[src/rtl/multicycle_ctrl_pkg.sv]
// Shared types and codes for the multicycle control FSM:
// state enum, opcodes, ALU function codes, immediate-extension codes.
package multicycle_pkg;

  typedef enum logic [2:0] {
    S_FETCH,
    S_DECODE,
    S_EXEC,
    S_MEM,
    S_WB
  } state_t;

  typedef enum logic [2:0] {
    C_ALU,
    C_B,
    C_BEQ,
    C_BNE,
    C_LW,
    C_SW,
    C_ILL
  } iclass_t;

  localparam logic [5:0] OP_R    = 6'b100000;
  localparam logic [5:0] OP_ADDI = 6'b110000;
  localparam logic [5:0] OP_ANDI = 6'b110010;
  localparam logic [5:0] OP_ORI  = 6'b110011;
  localparam logic [5:0] OP_B    = 6'b111111;
  localparam logic [5:0] OP_BEQ  = 6'b000000;
  localparam logic [5:0] OP_BNE  = 6'b000001;
  localparam logic [5:0] OP_LW   = 6'b001111;
  localparam logic [5:0] OP_SW   = 6'b011111;

  localparam logic [3:0] ALU_ADD = 4'b0000;
  localparam logic [3:0] ALU_SUB = 4'b0001;
  localparam logic [3:0] ALU_AND = 4'b0010;
  localparam logic [3:0] ALU_OR  = 4'b0011;

  localparam logic [1:0] IMM_SEXT = 2'b00;
  localparam logic [1:0] IMM_ZEXT = 2'b01;
  localparam logic [1:0] IMM_SHL2 = 2'b11;

  function automatic iclass_t op_class(
    input logic [5:0] op
  );
    iclass_t c;
    unique case (1'b1)
      (op == OP_R),
      (op == OP_ADDI),
      (op == OP_ANDI),
      (op == OP_ORI): c = C_ALU;
      (op == OP_B):   c = C_B;
      (op == OP_BEQ): c = C_BEQ;
      (op == OP_BNE): c = C_BNE;
      (op == OP_LW):  c = C_LW;
      (op == OP_SW):  c = C_SW;
      default:        c = C_ILL;
    endcase
    return c;
  endfunction

endpackage

[src/rtl/multicycle_ctrl_decode.sv]
// Combinational decode of latched opcode/func into ALU, immediate and
// RF-B selects plus instruction class. Ports: opcode, func -> alu_func,
// alu_bin_sel, immed_sel, rf_b_sel, cls.
module ctrl_decode
  import multicycle_pkg::*;
(
  input  logic [5:0] opcode,
  input  logic [3:0] func,
  output logic [3:0] alu_func,
  output logic       alu_bin_sel,
  output logic [1:0] immed_sel,
  output logic       rf_b_sel,
  output iclass_t    cls
);

  always_comb begin
    alu_func    = ALU_ADD;
    alu_bin_sel = 1'b0;
    immed_sel   = IMM_SEXT;
    rf_b_sel    = 1'b0;
    cls         = op_class(opcode);
    unique case (1'b1)
      (opcode == OP_R): begin
        alu_func = func;
      end
      (opcode == OP_ADDI),
      (opcode == OP_LW): begin
        alu_bin_sel = 1'b1;
      end
      (opcode == OP_SW): begin
        alu_bin_sel = 1'b1;
        rf_b_sel    = 1'b1;
      end
      (opcode == OP_ANDI): begin
        alu_func    = ALU_AND;
        alu_bin_sel = 1'b1;
        immed_sel   = IMM_ZEXT;
      end
      (opcode == OP_ORI): begin
        alu_func    = ALU_OR;
        alu_bin_sel = 1'b1;
        immed_sel   = IMM_ZEXT;
      end
      (opcode == OP_BEQ),
      (opcode == OP_BNE): begin
        alu_func  = ALU_SUB;
        immed_sel = IMM_SHL2;
        rf_b_sel  = 1'b1;
      end
      default: ;
    endcase
  end

endmodule

[src/rtl/multicycle_ctrl.sv]
// Multicycle control FSM: FETCH/DECODE/EXEC/MEM/WB sequencing of PC, RF,
// ALU and data memory (req/ack).
// Ports: clk, reset (async high), instr, alu_zero, mem_ack -> pc_en, pc_sel,
// rf_wr_en, rf_wd_sel, rf_b_sel, alu_bin_sel, alu_func, immed_sel, mem_req,
// mem_we, err. Optional MEM timeout: MULTICYCLE_CTRL_MEM_TIMEOUT_EN.
module multicycle_ctrl
  import multicycle_pkg::*;
#(
  parameter int MEM_TIMEOUT = 15,
  parameter int TO_W        = 4
) (
  input  logic        clk,
  input  logic        reset,
  input  logic [31:0] instr,
  input  logic        alu_zero,
  input  logic        mem_ack,
  output logic        pc_en,
  output logic        pc_sel,
  output logic        rf_wr_en,
  output logic        rf_wd_sel,
  output logic        rf_b_sel,
  output logic        alu_bin_sel,
  output logic [3:0]  alu_func,
  output logic [1:0]  immed_sel,
  output logic        mem_req,
  output logic        mem_we,
  output logic        err
);

  state_t     state, state_n;
  logic [5:0] op_q;
  logic [3:0] func_q;
  logic       err_set;
  logic       mem_to;

  logic [3:0] d_alu_func;
  logic       d_bin_sel;
  logic [1:0] d_immed_sel;
  logic       d_rf_b_sel;
  iclass_t    d_cls;
  iclass_t    f_cls;

  logic unused_instr;
  assign unused_instr = ^instr[25:4];

  ctrl_decode u_dec (
    .opcode      (op_q),
    .func        (func_q),
    .alu_func    (d_alu_func),
    .alu_bin_sel (d_bin_sel),
    .immed_sel   (d_immed_sel),
    .rf_b_sel    (d_rf_b_sel),
    .cls         (d_cls)
  );

  // DECODE has to act before the latch is loaded, so it classifies
  // the live instruction word directly.
  assign f_cls = op_class(instr[31:26]);

`ifdef MULTICYCLE_CTRL_MEM_TIMEOUT_EN
  logic [TO_W-1:0] to_cnt;

  always_ff @(posedge clk or posedge reset) begin
    if (reset) begin
      to_cnt <= '0;
    end else if (state != S_MEM) begin
      to_cnt <= '0;
    end else if (!mem_ack) begin
      to_cnt <= to_cnt + 1'b1;
    end
  end

  // Fires in the MEM_TIMEOUT-th MEM cycle; an ack there still wins.
  assign mem_to = (state == S_MEM) && !mem_ack
               && (to_cnt == TO_W'(MEM_TIMEOUT - 1));
`else
  logic unused_cfg;
  assign unused_cfg = (MEM_TIMEOUT >= 2**TO_W);
  assign mem_to     = 1'b0;
`endif

  always_ff @(posedge clk or posedge reset) begin
    if (reset) begin
      state  <= S_FETCH;
      op_q   <= '0;
      func_q <= '0;
      err    <= 1'b0;
    end else begin
      state <= state_n;
      if (state == S_DECODE) begin
        op_q   <= instr[31:26];
        func_q <= instr[3:0];
      end
      if (err_set) begin
        err <= 1'b1;
      end
    end
  end

  always_comb begin
    state_n     = state;
    err_set     = 1'b0;
    pc_en       = 1'b0;
    pc_sel      = 1'b0;
    rf_wr_en    = 1'b0;
    rf_wd_sel   = 1'b0;
    rf_b_sel    = 1'b0;
    alu_bin_sel = 1'b0;
    alu_func    = 4'b0000;
    immed_sel   = 2'b00;
    mem_req     = 1'b0;
    mem_we      = 1'b0;
    // Operand selects stay on from EXEC through MEM and WB.
    if (state == S_EXEC || state == S_MEM || state == S_WB) begin
      alu_func    = d_alu_func;
      alu_bin_sel = d_bin_sel;
      immed_sel   = d_immed_sel;
      rf_b_sel    = d_rf_b_sel;
    end
    unique case (state)
      S_FETCH: begin
        state_n = S_DECODE;
      end
      S_DECODE: begin
        unique case (f_cls)
          C_B: begin
            pc_en     = 1'b1;
            pc_sel    = 1'b1;
            immed_sel = IMM_SHL2;
            state_n   = S_FETCH;
          end
          C_ILL: begin
            pc_en   = 1'b1;
            err_set = 1'b1;
            state_n = S_FETCH;
          end
          default: state_n = S_EXEC;
        endcase
      end
      S_EXEC: begin
        unique case (d_cls)
          C_BEQ: begin
            pc_en   = 1'b1;
            pc_sel  = alu_zero;
            state_n = S_FETCH;
          end
          C_BNE: begin
            pc_en   = 1'b1;
            pc_sel  = ~alu_zero;
            state_n = S_FETCH;
          end
          C_LW,
          C_SW:    state_n = S_MEM;
          default: state_n = S_WB;
        endcase
      end
      S_MEM: begin
        mem_req = 1'b1;
        mem_we  = (d_cls == C_SW);
        if (mem_ack) begin
          if (d_cls == C_SW) begin
            pc_en   = 1'b1;
            state_n = S_FETCH;
          end else begin
            state_n = S_WB;
          end
        end else if (mem_to) begin
          mem_req = 1'b0;
          mem_we  = 1'b0;
          err_set = 1'b1;
          pc_en   = 1'b1;
          state_n = S_FETCH;
        end
      end
      S_WB: begin
        rf_wr_en  = 1'b1;
        rf_wd_sel = (d_cls == C_LW);
        pc_en     = 1'b1;
        state_n   = S_FETCH;
      end
      default: state_n = S_FETCH;
    endcase
  end

endmodule

[config.mk]
export PLATFORM = sky130hd
export DESIGN_NAME = multicycle_ctrl
export DESIGN_NICKNAME = d
export VERILOG_FILES = /design/src/rtl/multicycle_ctrl_pkg.sv /design/src/rtl/multicycle_ctrl_decode.sv /design/src/rtl/multicycle_ctrl.sv
export SDC_FILE = /design/constraint.sdc
export NUM_CORES = 1
export LEC_CHECK = 0
export CAP_MARGIN = 20
export CORE_UTILIZATION = 59
export CTS_BUF_LIST = sky130_fd_sc_hd__clkbuf_16
export DETAILED_ROUTE_END_ITERATION = 10
export DONT_BUFFER_PORTS = 1
export GPL_ROUTABILITY_DRIVEN = 1
export PLACE_DENSITY = 0.75
export SLEW_MARGIN = 5
export SYNTH_ARGS = -nofsm -noshare
export SYNTH_HDL_FRONTEND = slang
export SYNTH_HIERARCHICAL = 1
export SYNTH_SLANG_ARGS = --single-unit
export TNS_END_PERCENT = 30
[constraint.sdc]
create_clock -name clk -period 6 [get_ports clk]
set_input_delay 0.6 -clock clk [delete_from_list [all_inputs] [get_ports clk]]
set_output_delay 0.6 -clock clk [all_outputs]
set_load 0.005 [all_outputs]
# Word-level counts from Yosys, hierarchy flattened
# Index checks and enable logic that the tools add are counted.
[totals]
reg_bits = 14
ram_bits = 0
mem_bits_ro = 0
output_inout_bits = 15
elab_cells = 77
latchBits = 0
mem_count = 0
[op_classes]
multipliers = 0
add_sub_neg = 0
eq_ne = 27
magnitude_cmp = 0
shifts = 0
mux = 31
bitwise = 1
div = 0
n_reduce_logical = 14
[op_table]
columns = ["operator", "n"]
rows = [
  ["== test 6 bit (second input constant)", 10],
  ["case mux 3 bit (6 select lines)", 2],
  ["case mux 4 bit (4 select lines)", 1],
  ["two-way mux 1 bit", 15],
  ["== test 3 x 2 -> 1 bit (second input constant)", 4],
  ["== test 3 bit (second input constant)", 4],
  ["== test 6 x 1 -> 1 bit (second input constant)", 2],
  ["== test 6 x 4 -> 1 bit (second input constant)", 2],
  ["== test 6 x 5 -> 1 bit (second input constant)", 2],
  ["zero test 6 bit", 2],
  ["case mux 3 bit (4 select lines)", 1],
  ["OR reduction 2 bit", 5],
  ["two-way mux 2 bit", 4],
  ["OR reduction 4 bit", 2],
  ["== test 3 x 1 -> 1 bit (second input constant)", 2],
  ["two-way mux 3 bit", 2],
  ["case mux 3 bit (2 select lines)", 1],
  ["OR reduction 5 bit", 1],
  ["two-way mux 4 bit", 1],
  ["case mux 1 bit (2 select lines)", 2],
  ["case mux 1 bit (4 select lines)", 1],
  ["case mux 2 bit (2 select lines)", 1],
  ["zero test 3 bit", 1],
  ["OR reduction 3 bit", 1],
  ["other kinds (3)", 4],
]

# Logic depth before layout (Yosys ltp)
# Gate-level depths: netlist of run 1.
[logic_depth]
ltp_word = 7
mapped_depth = 7
mapped_depth_nobuf = 6

# Cells and area by module
# Netlist of run 1, hierarchy kept.
[modules_own_cells]
columns = ["mod", "instances", "cells_each", "seq_area_each_um2", "area_each_um2"]
rows = [
  ["multicycle_ctrl", 1, 78, 350.3, 844.6],
  ["ctrl_decode", 1, 38, 0.0, 246.5],
]

# Worst setup path after synthesis of run 1
# OpenSTA, ideal clock, no wires.
[synth_path]
path_type = "reg2out"
startpoint = "register op_q[1]"
endpoint = "output pc_en"
setup_slack_ns = 3.595
arrival_time_ns = 1.805
stages_incl_launch_ff = 7
required_time_ns = 5.400
cell_sequence = "dfrtp_1 -> buf_6 -> and4_4 -> a221oi_1 -> nor2b_1 -> and4_4 -> a221o_1"
[synth_between]
elab_chain_len = 7
[synth_rtl]
columns = ["item", "line_no", "source"]
rows = [
  ["from (decl)", "multicycle_ctrl.sv:31", "logic [5:0] op_q;"],
  ["from (signal assigned)", "multicycle_ctrl.sv:91", "op_q <= instr[31:26];"],
  ["== test 6 bit (on tied branches)", "-", ""],
  ["OR reduction 4 bit", "multicycle_ctrl_pkg.sv:46", "unique case (1'b1)"],
  ["case mux 3 bit (6 select lines) (*)", "multicycle_ctrl_pkg.sv:46", ""],
  ["net d_cls[1]", "multicycle_ctrl.sv:40", "iclass_t d_cls;"],
  ["== test 3 bit / == test 3 x 2 -> 1 bit (equally long branches)", "multicycle_ctrl.sv:161, multicycle_ctrl.sv:141", ""],
  ["two-way mux 1 bit / OR reduction 2 bit (equally long branches)", "-", ""],
  ["two-way mux 1 bit (on tied branches)", "multicycle_ctrl.sv:160, multicycle_ctrl.sv:141", ""],
  ["case mux 1 bit (4 select lines) (*)", "multicycle_ctrl.sv:120", "unique case (state)"],
  ["to (decl)", "multicycle_ctrl.sv:17", "output logic pc_en,"],
]
# Mark *: on every way through the listed nets, which the timed path passes. The rest lies on a longest branch.

# Final worst setup path of run 1
# Ends and elaborated chain as after synthesis.

==> flow_metrics.env, run 1 <==
export IMPL_status="finished clean"
export IMPL_fillers=151
export IMPL_nets=152
export IMPL_finalSetupViolCount=0
export IMPL_power_frac_seq=0.374
export IMPL_start_util=0.632
export IMPL_synth_nets=152
export IMPL_synth_seq_cells=14
export IMPL_antenna_found_initial=0
export IMPL_drt_pass1_iter_count=4
export IMPL_synth_ff_type="dfrtp_1"
export IMPL_netlist_instances=116
export IMPL_dp_cells=136
export IMPL_grt_total_usage=0.236
export IMPL_synth_area_leaders="dfrtp_1, mux2_2, nor2b_1"
export IMPL_timing_final_ws_setup_ps=3130
export IMPL_h_tree_depth=1
export IMPL_synth_top_cell_by_area="dfrtp_1"
export IMPL_synth_area_mux_share=0.112
export IMPL_overflow=0
export IMPL_wl_per_cell_um=15.2
export IMPL_die_w_um=45
export IMPL_sw_frac_of_total=0.384
export IMPL_port_buffers=0
export IMPL_ant_nets=0
export IMPL_power_switching_uw=214
export IMPL_ys_seq_area_frac=0.321
export IMPL_synth_edf_count=0
export IMPL_hold_viol=0
export IMPL_synth_most_common_cell="dfrtp_1"
export IMPL_synth_compound_area_share=0.157
export IMPL_antenna_cells=0
export IMPL_cp_arrival_ps=2270
export IMPL_relSlewSlack=0.595
export IMPL_hold_buffers=0
export IMPL_finClkSkew_ps=0.668
export IMPL_vias=873
export IMPL_clkTransAtPathRegs_ps=40
export IMPL_yosys_area_share_xor_xnor=0.00803
export IMPL_grt_pass1_wl_mm=3.42
export IMPL_gp_congestion=0.868
export IMPL_dp_worst_setup_slack_ps=3390
export IMPL_clkSinkCount=14
export IMPL_powerDensity_nw_per_um2=478
export IMPL_synth_area_um2=1090
export IMPL_rows=15
export IMPL_power_share_clock=0.222
export IMPL_finalHoldWorstSlack_ps=271
export IMPL_clockBufferDepth=2
export IMPL_io_pins=51
export IMPL_end_kind="output port"
export IMPL_vdd_ir_drop_worst_uv=334
export IMPL_synth_fa_ha_area_frac=0
export IMPL_rsz0062_at_grt="false"
export IMPL_postPlaceCellArea_um2=1090
export IMPL_grt_max_degree=15
export IMPL_async_reset_ff_frac=1.00
export IMPL_area_growth_pct=6.88
export IMPL_dp_hpwl_mm=1.64
export IMPL_crit_fanout=10
export IMPL_routed_wl_mm=2.13
export IMPL_criticalPathCategory="reg -> out"
export IMPL_worstSetupStartpointType="flop"
export IMPL_die_area_um2=2030
export IMPL_postCtsSetupRepairBufs=0
export IMPL_max_cap_viol_count=0
export IMPL_leakagePower_nw=0.460
export IMPL_combPwrFrac=0.404
export IMPL_max_freq_mhz=349
export IMPL_first_global_vias=788
export IMPL_power_uw=557
export IMPL_cts_tree="yes"
export IMPL_fin_crit_ps=2870
export IMPL_crit_required_ps=5400
export IMPL_drive_above_1_share=0.243
export IMPL_hold_class="in -> async"
export IMPL_final_area_um2=1170
export IMPL_finalCritPeriodShare=0.478
export IMPL_maxSlewViolCount=0
export IMPL_tns_ps=0
export IMPL_drt_drc_violations_left=0
export IMPL_netlist_top_cells_count="dfrtp_1, mux2_2, nor2b_1"
export IMPL_clkLatencyLatePin_ps=240
export IMPL_ctsRootBufferMaster="clkbuf_16"
export IMPL_cts_buffers_inserted=3
export IMPL_viasPerCell=6.24
export IMPL_internal_power_uw=343
export IMPL_synth_warning_count=6
export IMPL_synth_top_family_by_area="simple AND/OR/NAND/NOR gates"
export IMPL_synth_simple_gate_area_share=0.356
export IMPL_drtIter0Drc=11
export IMPL_die_y_um=45
export IMPL_cts_resized_gates=0
export IMPL_core_area_um2=1730
export IMPL_instances_no_fill=140
export IMPL_final_util=0.675
export IMPL_yosysTopAreaCellShare=0.321
export IMPL_postSynthAreaPerCell_um2=9.41
export IMPL_synth_cell_types=50
export IMPL_worstMarginPinSlew_ps=608
-- critical path, cell delays in order (launching register included) --
cell,delay [ps]
dfrtp_1,490
and4_4,270
a221oi_1,530
nor2b_1,150
and4_4,230
a221o_1,360
-- power by group through the flow --
stage | logic (mW) | registers (mW) | clock network, mW
floorplan | 0.242 | 0.165 | 0
global placement | 0.220 | 0.204 | 0
detailed placement | 0.226 | 0.210 | 0
CTS | 0.226 | 0.208 | 0.125
global route | 0.251 | 0.217 | 0.130
finish | 0.225 | 0.208 | 0.124
-- flip-flops by register name (all words and copies together), names as in the netlist --
name    count
err         1
op_q        6
state       3
func_q      4
-- final timing paths --
path,from,end,slack (ps),cells after the start
setup / recovery,op_q[1]$_DFFE_PP0P_,pc_en,3130,5
hold / removal,reset,func_q[0]$_DFFE_PP0P_,270,1
setup reg to reg,op_q[1]$_DFFE_PP0P_,state[2]$_DFFE_PP0P_,4050,5
hold reg to reg,err$_DFFE_PP0P_,err$_DFFE_PP0P_,490,1
max in group asynchronous,reset,func_q[2]$_DFFE_PP0P_,5400,1
min in group clk,err$_DFFE_PP0P_,err$_DFFE_PP0P_,490,1
-- final cells by class --
type,instances,area (um2),area share
sequential,14,350,0.300
inverter,4,15.0,0.0129
tap,25,31.3,0.0268
clock buffer,3,75.1,0.0644
clock inverter,1,3.75,0.00322
multi-input combinational,93,691,0.592
-- layout by cell type (no fill, tap or decap), drive strengths merged, types with 3 or more instances in the layout --
cell type / count
nor3b: 3
dfrtp: 14
mux2: 10
o21ai: 5
clkbuf: 3
nand2b: 5
a21oi: 6
nor3: 4
nor2b: 10
and3: 7
nand2: 5
inv: 4
nor2: 7
nand3: 4
-- logic make-up (layout without fill, tap and decap cells) --
logic type      Yosys count  in the layout
simple gates             57             57
compound gates           24             24
flops                    14             14
mux                      11             11
buf+inv                   9              8
xor+xnor                  1              1
-- per-layer routing --
layer | part of all wire | wire [um] | global-route usage
met2 | 0.49 | 1030 | 0.374
met4 | 0.014 | 30 | 0.115
met1 | 0.46 | 970 | 0.308
met3 | 0.044 | 94 | 0.0480
met5 | 0 | 0 | 0
Power figures use the tool's default switching activity.
==> inputs of run 2 (changes only) <==
==> constraint.sdc (replaced) <==
create_clock -name clk -period 2.65 [get_ports clk]
set_input_delay 0.265 -clock clk [delete_from_list [all_inputs] [get_ports clk]]
set_output_delay 0.265 -clock clk [all_outputs]
set_load 0.005 [all_outputs]
==> run 2 against run 1 <==
Setup slack got worse by 2900 ps. Die area did not move. Core utilization rose by 1.8 points. Via count is 1.5% higher. Register-to-register slack got worse by 3200 ps. Clock skew grew 2.9 ps. Largest cell class unchanged.
==> flow_metrics.env, run 2 (synthesized netlist as in run 1, its figures left out) <==
export IMPL_r2r_cells=6
export IMPL_crit_top_cell="and4_4"
export IMPL_hold_class="in -> reg"
export IMPL_cp_slowest_cell="dfrtp_1"
export IMPL_finClkSkew_ps=3.56
export IMPL_die_w_um=45
export IMPL_largest_reg_flops=6
export IMPL_crit_fanout=10
export IMPL_clkTransAtPathRegs_ps=40
export IMPL_drtIter0Drc=23
export IMPL_status="finished clean"
export IMPL_worst_r2r_setup_slack_ps=840
export IMPL_die_area_um2=2030
export IMPL_ant_nets=0
export IMPL_finalCritPeriodShare=0.904
export IMPL_r2r_start="op_q[5]$_DFFE_PP0P_"
export IMPL_grt_max_degree=15
export IMPL_largest_register="op_q"
export IMPL_h_tree_depth=1
export IMPL_criticalPathCategory="reg -> out"
export IMPL_antenna_found_initial=0
export IMPL_io_pins=51
export IMPL_overflow=0
export IMPL_start_util=0.632
export IMPL_relSlewSlack=0.669
export IMPL_worstSetupStartpointType="flop"
export IMPL_dp_hpwl_mm=1.64
export IMPL_fin_crit_ps=2390
export IMPL_startpoint="op_q[1]$_DFFE_PP0P_"
export IMPL_crit_family="simple AND/OR/NAND/NOR gates"
export IMPL_clkSinkCount=14
export IMPL_multiInputGateArea_um2=697
export IMPL_finalSetupViolCount=0
export IMPL_clockBufferDepth=2
export IMPL_cts_tree="yes"
export IMPL_wl_per_cell_um=14.8
export IMPL_clkLatencyLatePin_ps=240
export IMPL_tns_ps=0
export IMPL_drive_above_1_share=0.263
export IMPL_viasPerCell=6.20
export IMPL_cp_arrival_ps=2130
export IMPL_crit_end="pc_en"
export IMPL_die_y_um=45
export IMPL_path_cells="and4_4 -> and3_4 -> a211oi_2 -> nor2b_1 -> and4_4 -> a221o_1"
export IMPL_register_area_um2=350
export IMPL_regToRegEndpoint="state[0]$_DFFE_PP0P_"
export IMPL_nets=155
export IMPL_final_cell_mix="dfrtp_1, mux2_2, nor2b_1"
export IMPL_first_global_vias=802
export IMPL_grt_pass1_wl_mm=3.53
export IMPL_maxSlewViolCount=0
export IMPL_powerDensity_nw_per_um2=1070
export IMPL_leakagePower_nw=0.477
export IMPL_grt_total_usage=0.239
export IMPL_top_regs="op_q: 6 flops, func_q: 4 flops, state: 3 flops"
export IMPL_rsz0062_at_grt="false"
export IMPL_postCtsSetupRepairBufs=0
export IMPL_vias=886
export IMPL_drt_pass1_iter_count=4
export IMPL_rows=15
export IMPL_max_freq_mhz=418
export IMPL_port_buffers=0
export IMPL_fillers=155
export IMPL_postPlaceCellArea_um2=1100
export IMPL_worstMarginPinSlew_ps=496
export IMPL_gp_congestion=0.877
export IMPL_end_kind="output port"
export IMPL_critPathBufInv=0
export IMPL_crit_cells=6
export IMPL_cts_buffers_inserted=3
export IMPL_antenna_cells=0
export IMPL_critical_path_max_stage_delay_ps=490
export IMPL_core_area_um2=1730
export IMPL_ctsRootBufferMaster="clkbuf_16"
export IMPL_crit_required_ps=2380
export IMPL_final_area_um2=1200
export IMPL_hold_viol=0
export IMPL_max_cap_viol_count=0
export IMPL_routed_wl_mm=2.12
export IMPL_area_growth_pct=9.75
export IMPL_layout_commonest_cell="dfrtp_1"
export IMPL_drt_drc_violations_left=0
export IMPL_vdd_ir_drop_worst_uv=629
==> run 2: cell type report <==
cell class | count | area share
clock buffers | 3 | 0.0627
clock inverters | 1 | 0.00313
inverters | 4 | 0.0125
multi-input cells | 93 | 0.582
flip-flops and latches | 14 | 0.293
well taps | 25 | 0.0261
repair buffers | 3 | 0.0209
==> run 2: power breakdown <==
part           leakage [nW]  internal (mW)  switching, mW
Combinational         0.274          0.297          0.262
Sequential            0.165          0.307          0.146
Clock                0.0385          0.198         0.0757
==> run 2: how the worst min path moves through the flow <==
stage	startpoint	to	slack, ps	cells past startpoint
floorplan	reset	err$_DFFE_PP0P_	150	1
global placement	reset	func_q[0]$_DFFE_PP0P_	210	1
detailed placement	reset	func_q[3]$_DFFE_PP0P_	210	1
CTS	instr[2]	func_q[2]$_DFFE_PP0P_	170	1
global route	instr[2]	func_q[2]$_DFFE_PP0P_	170	1
finish	instr[2]	func_q[2]$_DFFE_PP0P_	180	1
==> run 2: through the flow <==
stage	utilization	total power [mW]	worst slack, ps	cells	hold WS (ps)
6_report	0.693	1.29	255	143	175
5_1_grt	0.693	1.39	150	143	168
2_1_floorplan	-	0.922	580	116	154
3_5_place_dp	0.638	1.01	385	138	210
4_1_cts	0.690	1.28	136	143	173
3_3_place_gp	0.638	0.982	406	138	211
==> run 2: worst register-to-register path, delay by kind of cell, from the launching register on <==
family,cells,cell delay [ps]
DFF,1,530
and+or+nand+nor,3,790
AOI/OAI and AO/OA,3,410
==> run 2: repair_timing <==
item,4_1_cts,5_1_grt
hold buffers,1,0
endpoints found under the setup margin,0,1
endpoints found under the hold margin,14,0
gates resized for setup,0,1
==> run 2: metal layers <==
layer | vias up | wire length (um) | track usage
met5 | - | 0 | 0
met4 | 0 | 21 | 0.0788
met3 | 4 | 113 | 0.0520
met2 | 28 | 1010 | 0.374
met1 | 418 | 969 | 0.331
li1 | 436 | - | -
